## src/rtl/mem_arb_pkg.sv

```systemverilog
// Shared types for the two-master RAM arbiter: FSM states and owner encodings.
package mem_arb_pkg;

  typedef enum logic [1:0] {
    IDLE = 2'd0,
    ACC  = 2'd1,
    WAIT = 2'd2,
    DONE = 2'd3
  } state_t;

  localparam logic OWN_CPU = 1'b0;
  localparam logic OWN_DMA = 1'b1;

endpackage

```

## src/rtl/mem_arbiter_rr_arb2.sv

```systemverilog
// Combinational two-way round-robin pick; req[0]=CPU, req[1]=DMA.
module rr_arb2 (
  input  logic [1:0] req,
  input  logic       last_owner,
  output logic       grant,
  output logic       winner
);

  always_comb begin
    grant = |req;
    // A tie goes to whoever did not win last; a lone request wins outright.
    if (req == 2'b11) winner = ~last_owner;
    else              winner = req[1];
  end

endmodule

```

## src/rtl/mem_arbiter.sv

```systemverilog
// Shares a single-port RAM between the CPU and DMA masters, one access at a time,
// with round-robin tie breaking and fully registered outputs.
module mem_arbiter
  import mem_arb_pkg::*;
#(
  parameter int AW     = 16,
  parameter int DW     = 16,
  parameter int RD_LAT = 1
) (
  input  logic          clk,
  input  logic          reset,
  input  logic          cpu_req,
  input  logic          cpu_we,
  input  logic          cpu_be,
  input  logic [AW-1:0] cpu_addr,
  input  logic [DW-1:0] cpu_wdata,
  output logic [DW-1:0] cpu_rdata,
  output logic          cpu_ack,
  input  logic          dma_req,
  input  logic          dma_we,
  input  logic          dma_be,
  input  logic [AW-1:0] dma_addr,
  input  logic [DW-1:0] dma_wdata,
  output logic [DW-1:0] dma_rdata,
  output logic          dma_ack,
  output logic [AW-1:0] ram_addr,
  output logic [DW-1:0] ram_wdata,
  output logic          ram_we,
  output logic          ram_re,
  output logic          ram_be,
  input  logic [DW-1:0] ram_rdata,
  output logic          owner
);

  localparam int CW = (RD_LAT > 1) ? $clog2(RD_LAT) : 1;
  localparam logic [CW-1:0] CNT_INIT = CW'(RD_LAT - 1);

  state_t          state_reg, state_next;
  logic            last_owner_reg, last_owner_next;
  logic            owner_reg, owner_next;
  logic [CW-1:0]   cnt_reg, cnt_next;
  logic [AW-1:0]   ram_addr_reg, ram_addr_next;
  logic [DW-1:0]   ram_wdata_reg, ram_wdata_next;
  logic            ram_be_reg, ram_be_next;
  logic            ram_we_reg, ram_we_next;
  logic            ram_re_reg, ram_re_next;
  logic [DW-1:0]   cpu_rdata_reg, cpu_rdata_next;
  logic [DW-1:0]   dma_rdata_reg, dma_rdata_next;
  logic            cpu_ack_reg, cpu_ack_next;
  logic            dma_ack_reg, dma_ack_next;

  logic grant;
  logic winner;

  rr_arb2 u_rr_arb2 (
    .req        ({dma_req, cpu_req}),
    .last_owner (last_owner_reg),
    .grant      (grant),
    .winner     (winner)
  );

  always_ff @(posedge clk) begin
    if (reset) begin
      state_reg      <= IDLE;
      last_owner_reg <= OWN_DMA;
      owner_reg      <= OWN_CPU;
      cnt_reg        <= '0;
      ram_addr_reg   <= '0;
      ram_wdata_reg  <= '0;
      ram_be_reg     <= 1'b0;
      ram_we_reg     <= 1'b0;
      ram_re_reg     <= 1'b0;
      cpu_rdata_reg  <= '0;
      dma_rdata_reg  <= '0;
      cpu_ack_reg    <= 1'b0;
      dma_ack_reg    <= 1'b0;
    end else begin
      state_reg      <= state_next;
      last_owner_reg <= last_owner_next;
      owner_reg      <= owner_next;
      cnt_reg        <= cnt_next;
      ram_addr_reg   <= ram_addr_next;
      ram_wdata_reg  <= ram_wdata_next;
      ram_be_reg     <= ram_be_next;
      ram_we_reg     <= ram_we_next;
      ram_re_reg     <= ram_re_next;
      cpu_rdata_reg  <= cpu_rdata_next;
      dma_rdata_reg  <= dma_rdata_next;
      cpu_ack_reg    <= cpu_ack_next;
      dma_ack_reg    <= dma_ack_next;
    end
  end

  always_comb begin
    state_next      = state_reg;
    last_owner_next = last_owner_reg;
    owner_next      = owner_reg;
    cnt_next        = cnt_reg;
    ram_addr_next   = ram_addr_reg;
    ram_wdata_next  = ram_wdata_reg;
    ram_be_next     = ram_be_reg;
    ram_we_next     = 1'b0;
    ram_re_next     = 1'b0;
    cpu_rdata_next  = cpu_rdata_reg;
    dma_rdata_next  = dma_rdata_reg;
    cpu_ack_next    = 1'b0;
    dma_ack_next    = 1'b0;

    case (state_reg)
      IDLE: begin
        // The RAM address/data/be registers double as the latched request copy.
        if (grant) begin
          state_next      = ACC;
          owner_next      = winner;
          last_owner_next = winner;
          if (winner == OWN_DMA) begin
            ram_addr_next  = dma_addr;
            ram_wdata_next = dma_wdata;
            ram_be_next    = dma_be;
            ram_we_next    = dma_we;
            ram_re_next    = ~dma_we;
          end else begin
            ram_addr_next  = cpu_addr;
            ram_wdata_next = cpu_wdata;
            ram_be_next    = cpu_be;
            ram_we_next    = cpu_we;
            ram_re_next    = ~cpu_we;
          end
        end
      end
      ACC: begin
        if (ram_we_reg) begin
          state_next   = DONE;
          cpu_ack_next = (owner_reg == OWN_CPU);
          dma_ack_next = (owner_reg == OWN_DMA);
        end else begin
          state_next = WAIT;
          cnt_next   = CNT_INIT;
        end
      end
      WAIT: begin
        if (cnt_reg == '0) begin
          state_next = DONE;
          if (owner_reg == OWN_DMA) begin
            dma_rdata_next = ram_rdata;
            dma_ack_next   = 1'b1;
          end else begin
            cpu_rdata_next = ram_rdata;
            cpu_ack_next   = 1'b1;
          end
        end else begin
          cnt_next = cnt_reg - CW'(1);
        end
      end
      DONE: begin
        state_next = IDLE;
      end
      default: begin
        state_next = IDLE;
      end
    endcase
  end

  assign cpu_rdata = cpu_rdata_reg;
  assign cpu_ack   = cpu_ack_reg;
  assign dma_rdata = dma_rdata_reg;
  assign dma_ack   = dma_ack_reg;
  assign ram_addr  = ram_addr_reg;
  assign ram_wdata = ram_wdata_reg;
  assign ram_we    = ram_we_reg;
  assign ram_re    = ram_re_reg;
  assign ram_be    = ram_be_reg;
  assign owner     = owner_reg;

endmodule

```

## config.mk

```make
export PLATFORM = sky130hd
export DESIGN_NAME = mem_arbiter
export DESIGN_NICKNAME = d
export VERILOG_FILES = /design/src/rtl/mem_arb_pkg.sv /design/src/rtl/mem_arbiter_rr_arb2.sv /design/src/rtl/mem_arbiter.sv
export SDC_FILE = /design/constraint.sdc
export NUM_CORES = 1
export LEC_CHECK = 0
export CORE_MARGIN = 10
export CORE_UTILIZATION = 40
export DETAILED_ROUTE_END_ITERATION = 7
export HOLD_SLACK_MARGIN = 0.05
export PLACE_DENSITY = 0.8
export SYNTH_ARGS = -nofsm -noshare
export SYNTH_HDL_FRONTEND = slang
export SYNTH_HIERARCHICAL = 1
export SYNTH_SLANG_ARGS = --single-unit
```

## constraint.sdc

```tcl
create_clock -name clk -period 2.03 [get_ports clk]
set_input_delay 0.406 -clock clk [delete_from_list [all_inputs] [get_ports clk]]
set_output_delay 0.406 -clock clk [all_outputs]
set_load 0.01 [all_outputs]
```

# == After elaboration in Yosys (flattened, before gate mapping) ==
# Index checks and enable logic that the tools add are counted.
# Widths: inputs -> output; s select.
# totals
ff_bits,74
latch_bits,0
ram_bits,0
romBits,0
output_inout_bits,70
elab_cells,58
mem_count,0
# op_classes
addsub,1
multipliers,0
div,0
magnitude_cmp,0
eq_ne,7
shift,0
muxes,21
bitwise_logic,7
reduce_logical,9
# ops
operator,n
$mux 16,2
$mux 1,13
$pmux 2 s4,1
$not 1->1,7
$eq 2x2->1 const B,3
$ne 2x2->1 const B,3
$pmux 1 s2,3
$reduce_and 2->1,3
$reduce_and 3->1,2
$mux 2,2
$reduce_or 3->1,1
$eq 2x1->1 const B,1
$logic_not 2->1,1
$reduce_bool 2->1,1
$reduce_or 2->1,1
$sub 1x1->1 const B,1

# == Longest topological paths before layout ==
# depth
word_depth,3
ltp_mapped,7
mapped_depth_nobuf,5

# == By module ==
# The synthesis kept the hierarchy.
# by_module_without_submodules
mod,n_inst,cells_each,area_each_um2
mem_arbiter,1,324,3114.2
rr_arb2,1,2,13.8

# == Worst setup path after synthesis ==
# No wires, ideal clock.
# synth_timing
path_type,input port to flip-flop
from,input port dma_req
to,"register ram_addr_reg[0], in the netlist ram_addr[0]"
setup_time_ns,0.081
t_arrival_ns,1.317
setup_slack_ns,0.631
path_stages,6
path_buffers,3
cell_sequence,or2_1 > and2_4 > buf_6 > buf_6 > buf_6 > a211oi_2
# synth_via
elab_chain_cells,3
word_cells_on_any_way,5
classes_between,eq/ne: 1; mux: 2; reduce/logical: 2
# synth_rtl
element,line_no,source
"start, declared",mem_arbiter.sv:19,"input logic dma_req,"
$eq 2x2->1,mem_arbiter_rr_arb2.sv:12,if (req == 2'b11) winner = ~last_owner;
$mux 1,mem_arbiter_rr_arb2.sv:12,
$mux 16,mem_arbiter.sv:116,if (winner == OWN_DMA) begin
"end signal, assigned",mem_arbiter.sv:82,ram_addr_reg <= ram_addr_next;
"end, declared",mem_arbiter.sv:42,"logic [AW-1:0] ram_addr_reg, ram_addr_next;"
# Several ways; a longest one is shown, not always the timed one.
# A chain may end at the register's enable or synchronous reset.

# == Worst setup path in the final report ==
# layout_timing
from,"register owner_reg, in the netlist owner"
to,output port owner
# layout_lines
element,line_no,source
"start, declared",mem_arbiter.sv:40,"logic owner_reg, owner_next;"
"start signal, assigned",mem_arbiter.sv:80,owner_reg <= owner_next;
"end, declared",mem_arbiter.sv:32,output logic owner
# No word-level cell between the ends.

==> impl_metrics.py <==
metrics = {
    "clock_tree": {
        "max-clock-path-buffers": 2,
        "post_cts.repair.setup_buffers": 0,
        "clock_sinks": 73,
        "ctsRootBufferMaster": "sky130_fd_sc_hd__clkbuf_8",
        "hold_fix_buffers_cts": 0,
        "depth_of_the_cts_h_tree": 3,
        "cts_inserted_buffers": 9,
        "clk_latency_ns": 0.34,
        "cts_resized": 0,
        "cts_tree": "done",
        "cts.reportedPaths.clkPinSlew_ns": 0.08,
    },
    "floorplan": {
        "core_rows": 32,
        "area_of_the_core_um2": 7650,
        "floorplan.die_area_um2": 11800,
        "chipHeight_um": 108,
        "die-width_um": 108,
        "starting_density_pct": 40.9,
        "ioPinCount": 158,
    },
    "setup_path": {
        "critPathLaunch": "owner",
        "register_to_register_setup_slack_ns": 0.54,
        "worstPathMaxFanout": 8,
        "crit_path_start_kind": "flip-flop",
        "reg2reg_from": "state_reg[0]",
        "crit_chain": "clkdlybuf4s50_1",
        "worst-endpoint-arrival_ns": 1.40,
        "endpoint": "owner",
        "r2r.worst_path.cells": 5,
        "critical_path.n_buffers_inverters": 1,
        "worst_r2r_endpoint": "dma_rdata[10]",
        "worst_setup_path_end_kind": "output port",
        "largest_delay_contributor_family_on_the_critical_path": "buffers and inverters",
        "worst_path_largest_cell_delay_ns": 0.61,
        "timing_worst_setup_path_type": "flip-flop to output port",
        "worst_ep_required_time_ns": 1.62,
        "worstSetupPathDepth": 1,
        "critPathSlowestCell": "sky130_fd_sc_hd__clkdlybuf4s50_1",
    },
    "synthesis": {
        "synth.largest_area_cell": "sky130_fd_sc_hd__dfxtp_1",
        "synth.avg_cell_area_um2": 9.60,
        "synth.cell_area_um2": 3130,
        "synth-edff-count": 0,
        "synthMostInstantiatedCell": "sky130_fd_sc_hd__dfxtp_1",
        "synthArstFlopShare_pct": 0,
        "synth-seq-cells": 73,
        "dominant_register_cell_in_the_synthesized_netlist": "sky130_fd_sc_hd__dfxtp_1",
        "synth_warnings": 6,
        "ys_top_cells_by_count": "73 x sky130_fd_sc_hd__dfxtp_1, 69 x sky130_fd_sc_hd__nand2_1, 35 x sky130_fd_sc_hd__a21oi_1, 35 x sky130_fd_sc_hd__mux2i_1, 34 x sky130_fd_sc_hd__nor2_1",
        "synth_cell_types": 26,
        "synth_cells": 326,
        "synth_sequential_area_ratio_pct": 46.7,
        "synth_top_area_share_pct": 46.7,
        "syn_nets": 418,
        "netlist_top_cells_area": "sky130_fd_sc_hd__dfxtp_1 47%, sky130_fd_sc_hd__a211oi_2 12%, sky130_fd_sc_hd__mux2i_1 11%",
    },
    "status": {
        "outcome": "finished clean",
    },
    "final_layout": {
        "number_of_fillers_in_the_final_layout": 635,
        "multi_input_comb_area_um2": 1470,
        "finalNetCount": 571,
        "seq_area_um2": 1460,
        "drive_gt1_share_pct": 12.6,
        "number_of_antenna_cells_inserted": 0,
        "postLayoutCellArea_um2": 4950,
        "area.growth.synth_to_final_pct": 58.4,
    },
    "sta": {
        "worst_clock_skew_ns": 0.00836,
        "timing_worst_slew_pin_value_ns": 0.569,
        "timing_hold_violations_final": 0,
        "finalWorstPathRequiredPeriod_ns": 1.80,
        "tns_ns": 0,
        "number_of_setup_violations_in_the_final_report": 0,
        "whs_ns": 0.456,
        "final.period_utilization_pct": 88.8,
        "finalMaxSlewViolations": 0,
        "max-slew-margin-rel_pct": 62.0,
        "unrepaired_setup_endpoints_after_global_routing": "no",
        "fmax_mhz": 555,
    },
    "placement": {
        "dpl-instance-area_um2": 4750,
        "gpl.final_weighted_congestion": 0.821,
        "detailedPlacementHpwl_mm": 7.66,
        "total_of_buffers_placed_on_input_and_output_ports": 157,
    },
    "detailed_routing": {
        "wire_per_inst_um": 16.5,
        "overall_via_count_from_detail_route": 2828,
        "drtAntennaViolNets": 0,
        "route.final.wire_length_mm": 9.67,
        "drt-initial-drc-count": 75,
        "drc_violations": 0,
        "post_drt_via_cell_ratio": 4.83,
        "drt_pass1_iterations": 6,
    },
    "global_routing": {
        "grt_util_met2_pct": 25.0,
        "maximum_number_of_pins_on_one_net_before_global_route_repair": 36,
        "global_route.usage.met1_pct": 18.6,
        "grt_antenna_before_repair": 0,
        "overflow_left_after_global_routing": 0,
        "first_global_vias": 2935,
        "gr-usage-met3_pct": 10.5,
        "first_pass_grt_wire_length_mm": 15.4,
        "groute.usage.overall_pct": 16.4,
        "grt.busiest_layer": "met2",
    },
    "run": {
        "cap_viol_max_count": 0,
    },
    "pwr": {
        "leakagePower_nw": 1.79,
        "powerDensity_nw_per_um2": 1150,
        "vdd_ir_drop_max_v": 0.000678,
    },
    "hold_path": {
        "holdCritPathClass": "flip-flop to flip-flop",
    },
}
[power by group]
part | leakage (nW) | internal (mW) | total [mW] | switching, mW
Sequential | 0.599 | 1.80 | 1.99 | 0.191
Clock | 0.0985 | 0.603 | 1.16 | 0.554
Combinational | 1.09 | 1.32 | 2.56 | 1.25
[logic make-up after synthesis]
logic type,Yosys count,share of synthesized area [%]
AOI/OAI and AO/OA,72,19.2
adders and majority gates,4,1.60
muxes,35,11.2
DFF,73,46.7
and+or+nand+nor,113,14.6
buffers and inverters,29,6.60
[worst min-delay path by stage]
stage | start | endpoint | slack [ns] | cells past startpoint
after floorplan | last_owner_reg | last_owner_reg | 0.44 | 2
after global placement | cpu_rdata[9] | cpu_rdata[9] | 0.44 | 2
after detailed placement | cpu_rdata[2] | cpu_rdata[2] | 0.45 | 2
after CTS | reset | state_reg[1] | 0.46 | 2
after global routing | dma_rdata[3] | dma_rdata[3] | 0.47 | 2
final | cpu_rdata[9] | cpu_rdata[9] | 0.46 | 2
[per-layer routing]
layer / part of all wire [%] / up-vias / wire length [um]
li1: - / 1419 / -
met1: 41 / 1272 / 3990
met2: 43 / 127 / 4160
met3: 15 / 10 / 1420
met4: 1.1 / 0 / 104
met5: 0 / - / 0
[cell type report]
type / count / share of cell area [%]
repair buffers: 169 / 33.9
multi-input cells: 224 / 29.7
flip-flops and latches: 73 / 29.5
clock buffers: 10 / 2.78
well taps: 102 / 2.58
clock inverters: 6 / 1.36
inverters: 2 / 0.152
[layout by cell type, fill, tap and decap left out, types with 4 or more instances in the layout]
cell type,netlist,routed
sky130_fd_sc_hd__a211oi_1,4,4
sky130_fd_sc_hd__buf_4,3,10
sky130_fd_sc_hd__a21oi_1,35,35
sky130_fd_sc_hd__clkdlybuf4s50_1,0,156
sky130_fd_sc_hd__nor2_1,34,34
sky130_fd_sc_hd__dfxtp_1,73,73
sky130_fd_sc_hd__mux2i_1,35,35
sky130_fd_sc_hd__ha_1,4,4
sky130_fd_sc_hd__nand2_1,69,69
sky130_fd_sc_hd__clkbuf_8,0,10
sky130_fd_sc_hd__a211oi_2,30,30
[metrics by stage]
step	util [%]	cells	power [mW]	worst slack [ns]
2_1_floorplan	-	326	3.53	0.631
3_3_place_gp	62.1	570	4.54	0.154
3_5_place_dp	62.1	570	4.63	0.118
4_1_cts	64.8	586	5.80	0.185
5_1_grt	64.8	586	6.12	0.150
6_report	64.8	586	5.71	0.227
No activity file was read; power rests on OpenSTA's default activity.
